[config.mk]
export PLATFORM = sky130hd
export DESIGN_NAME = hazard_ctrl
export DESIGN_NICKNAME = d
export VERILOG_FILES = /design/src/rtl/hazard_ctrl.sv
export SDC_FILE = /design/constraint.sdc
export NUM_CORES = 1
export LEC_CHECK = 0
export ABC_AREA = 0
export BUFFER_PORTS_ARGS = -buffer_cell sky130_fd_sc_hd__clkbuf_2
export CORE_MARGIN = 1
export CORE_UTILIZATION = 30
export DETAILED_ROUTE_END_ITERATION = 10
export GPL_ROUTABILITY_DRIVEN = 0
export HOLD_SLACK_MARGIN = 0.1
export SYNTH_ARGS = -nofsm -noshare
export SYNTH_HDL_FRONTEND = slang
export SYNTH_SLANG_ARGS = --single-unit
[constraint.sdc]
create_clock -name clk_i -period 4.06 [get_ports clk_i]
set_input_delay 0.406 -clock clk_i [delete_from_list [all_inputs] [get_ports clk_i]]
set_output_delay 0.406 -clock clk_i [all_outputs]
set_load 0.005 [all_outputs]
[src/rtl/hazard_ctrl.sv]
// Pipeline hazard sequencer: resolves load-use, memory-ack wait and taken-branch
// redirect into per-stage stall, bubble and flush controls for the 5-stage core.
module hazard_ctrl #(
   parameter int MEM_TIMEOUT  = 16,
   parameter int FLUSH_CYCLES = 1,
   parameter int CNT_W        = 32
) (
   input  logic             clk_i,
   input  logic             rst_ni,
   input  logic [4:0]       id_rs1_i,
   input  logic [4:0]       id_rs2_i,
   input  logic             id_use_rs1_i,
   input  logic             id_use_rs2_i,
   input  logic [4:0]       ex_rd_i,
   input  logic             ex_is_load_i,
   input  logic             ex_branch_taken_i,
   input  logic             mem_req_i,
   input  logic             mem_ack_i,
   output logic             stall_if_o,
   output logic             stall_id_o,
   output logic             stall_ex_o,
   output logic             stall_mem_o,
   output logic             bubble_ex_o,
   output logic             bubble_wb_o,
   output logic             flush_if_o,
   output logic             flush_id_o,
   output logic             mem_err_o,
   output logic [CNT_W-1:0] stall_cnt_o
);

   localparam int WAIT_W    = (MEM_TIMEOUT > 2) ? $clog2(MEM_TIMEOUT) : 1;
   localparam int TO_LAST_I = (MEM_TIMEOUT > 0) ? MEM_TIMEOUT - 1 : 0;
   localparam logic [WAIT_W-1:0] TO_LAST = WAIT_W'(TO_LAST_I);
   localparam logic [1:0]        FC_LAST = 2'(FLUSH_CYCLES - 1);

   typedef enum logic [1:0] {
      RUN      = 2'd0,
      MEM_WAIT = 2'd1,
      FLUSH    = 2'd2
   } state_t;

   state_t            state, state_nxt;
   logic [WAIT_W-1:0] wait_cnt, wait_nxt;
   logic [1:0]        flush_cnt, flush_nxt;

   logic lu, mw, to, run_eval;

   assign lu = ex_is_load_i && (ex_rd_i != 5'd0) &&
               ((id_use_rs1_i && (id_rs1_i == ex_rd_i)) ||
                (id_use_rs2_i && (id_rs2_i == ex_rd_i)));
   assign mw = mem_req_i && !mem_ack_i;
   assign to = (MEM_TIMEOUT != 0) && mw && (wait_cnt == TO_LAST);

   // NOTE: every signal written here gets a default first, so no path can infer a latch.
   always_comb begin
      state_nxt   = state;
      wait_nxt    = wait_cnt;
      flush_nxt   = flush_cnt;
      run_eval    = 1'b0;
      stall_if_o  = 1'b0;
      stall_id_o  = 1'b0;
      stall_ex_o  = 1'b0;
      stall_mem_o = 1'b0;
      bubble_ex_o = 1'b0;
      bubble_wb_o = 1'b0;
      flush_if_o  = 1'b0;
      flush_id_o  = 1'b0;
      mem_err_o   = 1'b0;

      // Controls stay low for as long as reset is held, independent of the clock.
      if (rst_ni) begin
         if (mw && !to) begin
            // A pending data-bus wait freezes the whole pipe in every state.
            stall_if_o  = 1'b1;
            stall_id_o  = 1'b1;
            stall_ex_o  = 1'b1;
            stall_mem_o = 1'b1;
            bubble_wb_o = 1'b1;
            flush_nxt   = 2'd0;
            state_nxt   = MEM_WAIT;
            wait_nxt    = (state == MEM_WAIT) ? wait_cnt + WAIT_W'(1) : WAIT_W'(1);
         end else if (to) begin
            mem_err_o = 1'b1;
            wait_nxt  = '0;
            flush_nxt = 2'd0;
            state_nxt = RUN;
         end else begin
            case (state)
               MEM_WAIT: begin
                  wait_nxt  = '0;
                  state_nxt = RUN;
                  run_eval  = 1'b1;
               end
               FLUSH: begin
                  flush_if_o = 1'b1;
                  flush_id_o = 1'b1;
                  if (flush_cnt == FC_LAST) begin
                     flush_nxt = 2'd0;
                     state_nxt = RUN;
                  end else begin
                     flush_nxt = flush_cnt + 2'd1;
                  end
               end
               default: run_eval = 1'b1;
            endcase
         end

         // Branch/load-use resolution shared by RUN and the ack cycle of MEM_WAIT.
         if (run_eval) begin
            if (ex_branch_taken_i) begin
               flush_if_o = 1'b1;
               flush_id_o = 1'b1;
               if (FLUSH_CYCLES > 1) begin
                  flush_nxt = 2'd1;
                  state_nxt = FLUSH;
               end
            end else if (lu) begin
               stall_if_o  = 1'b1;
               stall_id_o  = 1'b1;
               bubble_ex_o = 1'b1;
            end
         end
      end
   end

   // NOTE: sequential state uses non-blocking assignments so all registers update together.
   always_ff @(posedge clk_i or negedge rst_ni) begin
      if (!rst_ni) begin
         state       <= RUN;
         wait_cnt    <= '0;
         flush_cnt   <= 2'd0;
         stall_cnt_o <= '0;
      end else begin
         state     <= state_nxt;
         wait_cnt  <= wait_nxt;
         flush_cnt <= flush_nxt;
         if (stall_if_o && (stall_cnt_o != {CNT_W{1'b1}}))
            stall_cnt_o <= stall_cnt_o + CNT_W'(1);
      end
   end

endmodule

==> flow_summary_export.csv <==
group,metric,value,unit
placed_design,dp_slack,1.521,ns
timing,finalCriticalPeriod,2.563,ns
worst_setup_path,crit_path_start,"wait_cnt[0]$_DFFE_PN0P_",
yosys,synth_cell_types,40,
layout,drive_above_1_share,34.52,%
clocking,clock_sinks,37,
drt,wirelength,4367,um
timing,tns,0,ns
clocking,postCtsSetupRepairBufs,0,
global_routing,antenna_found_initial,0,
drt,drt-initial-drc-count,86,
global_routing,grt_pass1_wl,7245,um
yosys,syn_area,2024,um^2
worst_setup_path,worstRegToRegCells,6,
clocking,root_buffer,"clkbuf_8",
clocking,cts_tree,"done",
worst_setup_path,worstPathRequired,4.22,ns
clocking,clkLatencyLatePin,0.30,ns
timing,skew,0.01645,ns
job,drv_cap,0,
worst_setup_path,crit-reg2reg-launch,"wait_cnt[0]$_DFFE_PN0P_",
yosys,yosysSeqAreaShare,45.74,%
global_routing,grt_pass1_vias,1448,
yosys,syn_area_per_cell,10.77,um^2
worst_setup_path,cp-start-kind,"register",
timing,setup-violations-final,0,
drt,postRouteAntennaNets,0,
clocking,h-tree-depth,2,
layout,layout_commonest_cell,"clkbuf_2",
drt,via_count,1559,
timing,max_slew_margin,45.67,%
floorplan,die_width,84.15,um
timing,fmaxAchievable,0.3901,GHz
global_routing,grt_max_degree,34,
layout,area_growth,23.11,%
layout,final_nets,277,
run_status,status,"finished, violations left",
worst_setup_path,r2r_slack,1.50,ns
layout,n_antenna_cell,0,
drt,firstDrtPassIters,9,
layout,layout_common_cells,"63 x clkbuf_2, 37 x dfrtp_1, 33 x xnor2_1",
pwr,p_leak,1.204,nW
timing,setup_ws,1.497,ns
timing,rsz0062_at_grt,"false",
timing,finalHoldViolCount,0,
floorplan,die_area,7080,um^2
drt,avgViaCountPerCell,4.739,
worst_setup_path,endpoint,"stall_cnt_o[1]$_DFFE_PN0P_",
pwr,powerDensity,342.5,nW/um^2
yosys,synth_seq_cells,37,
yosys,synthCells,188,
worst_setup_path,critPathArrivalTime,2.73,ns
clocking,path_clk_slew,0.08,ns
floorplan,core,6422,um^2
floorplan,fp.dieH,84.15,um
drt,wire_per_inst,13.27,um
run_status,violations,"design-rule violations",
pwr,irDropWorstVdd,143.3,uV
worst_setup_path,worst_setup_path_end_kind,"register",
clocking,cts_buffers,5,
floorplan,pin_count,64,
clocking,clockBufferDepth,2,
drt,drc_errors,8,
floorplan,start_util,31.52,%
worst_setup_path,crit_path_max_fanout,25,
timing,worst_pin_slew,0.8123,ns
worst_hold_path,hold_path_class,"register to register",
worst_setup_path,rr_endpoint,"stall_cnt_o[1]$_DFFE_PN0P_",
yosys,ys_warn_count,0,
global_routing,gr-usage-all-layers,12.92,%
global_routing,overflow,0,
timing,drv_slew,0,
yosys,synth_nets,213,
placed_design,dp_hpwl,3216,um
placed_design,portBuffers,63,
worst_setup_path,path_class,"register to register",
floorplan,num_rows,29,
timing,period_share,63.13,%
per-layer routing:
metal	up-vias	GRT usage (%)	wire (um)
met5	-	0	0
met1	736	18.39	2153
li1	787	-	-
met3	4	3.835	211
met4	0	4.075	44
met2	32	18.85	1957
registers in the layout, summed over array words and instances, names as in the netlist:
signal       count
stall_cnt_o     32
wait_cnt         4
state            1
cell families (layout without fill, tap and decap cells):
logic type                 Yosys count  count (layout)  share of synthesized area [%]
buffers and inverters               10              74                          3.585
adders and majority gates            2               2                          1.236
DFF                                 37              37                          45.74
and+or+nand+nor                     83              83                          24.66
AOI/OAI and AO/OA                   12              12                          5.439
muxes                                3               3                          1.607
xor gates and xnor gates            41              41                          17.74
critical path, cell delays in order, from the launching register on:
cell     delay, ns
dfrtp_1       0.41
ha_1          0.24
a31oi_2       0.28
and2_1        0.31
a21oi_1       0.13
a41oi_4       0.69
mux2_1        0.38
worst min path at each step:
stage	cells after the start	startpoint	slack [ns]	end
after floorplan	0	rst_ni	0.11	stall_cnt_o[0]$_DFFE_PN0P_
after global placement	1	rst_ni	0.27	wait_cnt[1]$_DFFE_PN0P_
after detailed placement	1	rst_ni	0.27	wait_cnt[1]$_DFFE_PN0P_
after CTS	1	stall_cnt_o[18]$_DFFE_PN0P_	0.49	stall_cnt_o[18]$_DFFE_PN0P_
after global routing	1	stall_cnt_o[12]$_DFFE_PN0P_	0.52	stall_cnt_o[12]$_DFFE_PN0P_
final	1	stall_cnt_o[18]$_DFFE_PN0P_	0.49	stall_cnt_o[18]$_DFFE_PN0P_
power by group:
part | internal [mW] | total, mW | leakage (nW) | switching, mW
combinational | 0.0594 | 0.115 | 0.642 | 0.0557
clock | 0.179 | 0.311 | 0.0540 | 0.132
sequential | 0.394 | 0.428 | 0.508 | 0.0336
total | 0.632 | 0.854 | 1.20 | 0.222
cell usage after synthesis, drive strengths merged:
master  number  area (um^2)
nor4         1        12.51
mux2         2        22.52
o21ai        4        31.28
ha           2        25.02
nor2         5        23.77
and4         3        28.78
a32o         1        10.01
nor2b        1        6.260
nand2       21        78.83
nand3       10        55.05
a41oi        1        27.53
clkbuf       1        5.000
buf          7        60.06
a31oi        1        12.51
nand2b       1        13.76
inv          2        7.510
nand4b       2        23.77
a21o         1        7.510
dfrtp       37        925.9
o22ai        1        6.260
xor2         8        70.07
nor3         8        40.04
or3          1        6.260
a21oi        3        15.01
and2         4        25.02
nand4       16        106.4
and3        10        78.83
mux2i        1        10.01
xnor2       33        289.0
stage by stage:
step | hold WS, ns | util, % | instances | total power [mW] | instance area (um^2)
detailed placement | 0.2716 | 37.03 | 321 | 0.5520 | 2379
finish | 0.4891 | 38.81 | 329 | 0.8538 | 2492
floorplan | 0.1104 | - | 188 | 0.4920 | 2024
global placement | 0.2712 | 37.03 | 321 | 0.5489 | 2379
CTS | 0.4942 | 38.81 | 329 | 0.8659 | 2492
global route | 0.5180 | 38.81 | 329 | 0.9002 | 2492
final cells by class:
cell class              instances  area (um^2)
repair buffers                 65        332.8
inverters                       2        7.507
well taps                      77        96.34
multi-input cells             141         1026
clock buffers                   5        68.82
fillers                       645         3930
clock inverters                 2        35.03
flip-flops and latches         37        925.9
repair_timing:
action	CTS	global route
hold buffers	1	0
hold endpoints to repair	4	0
resized for setup	0	0
Note: power is estimated with default switching activity, not from simulation.
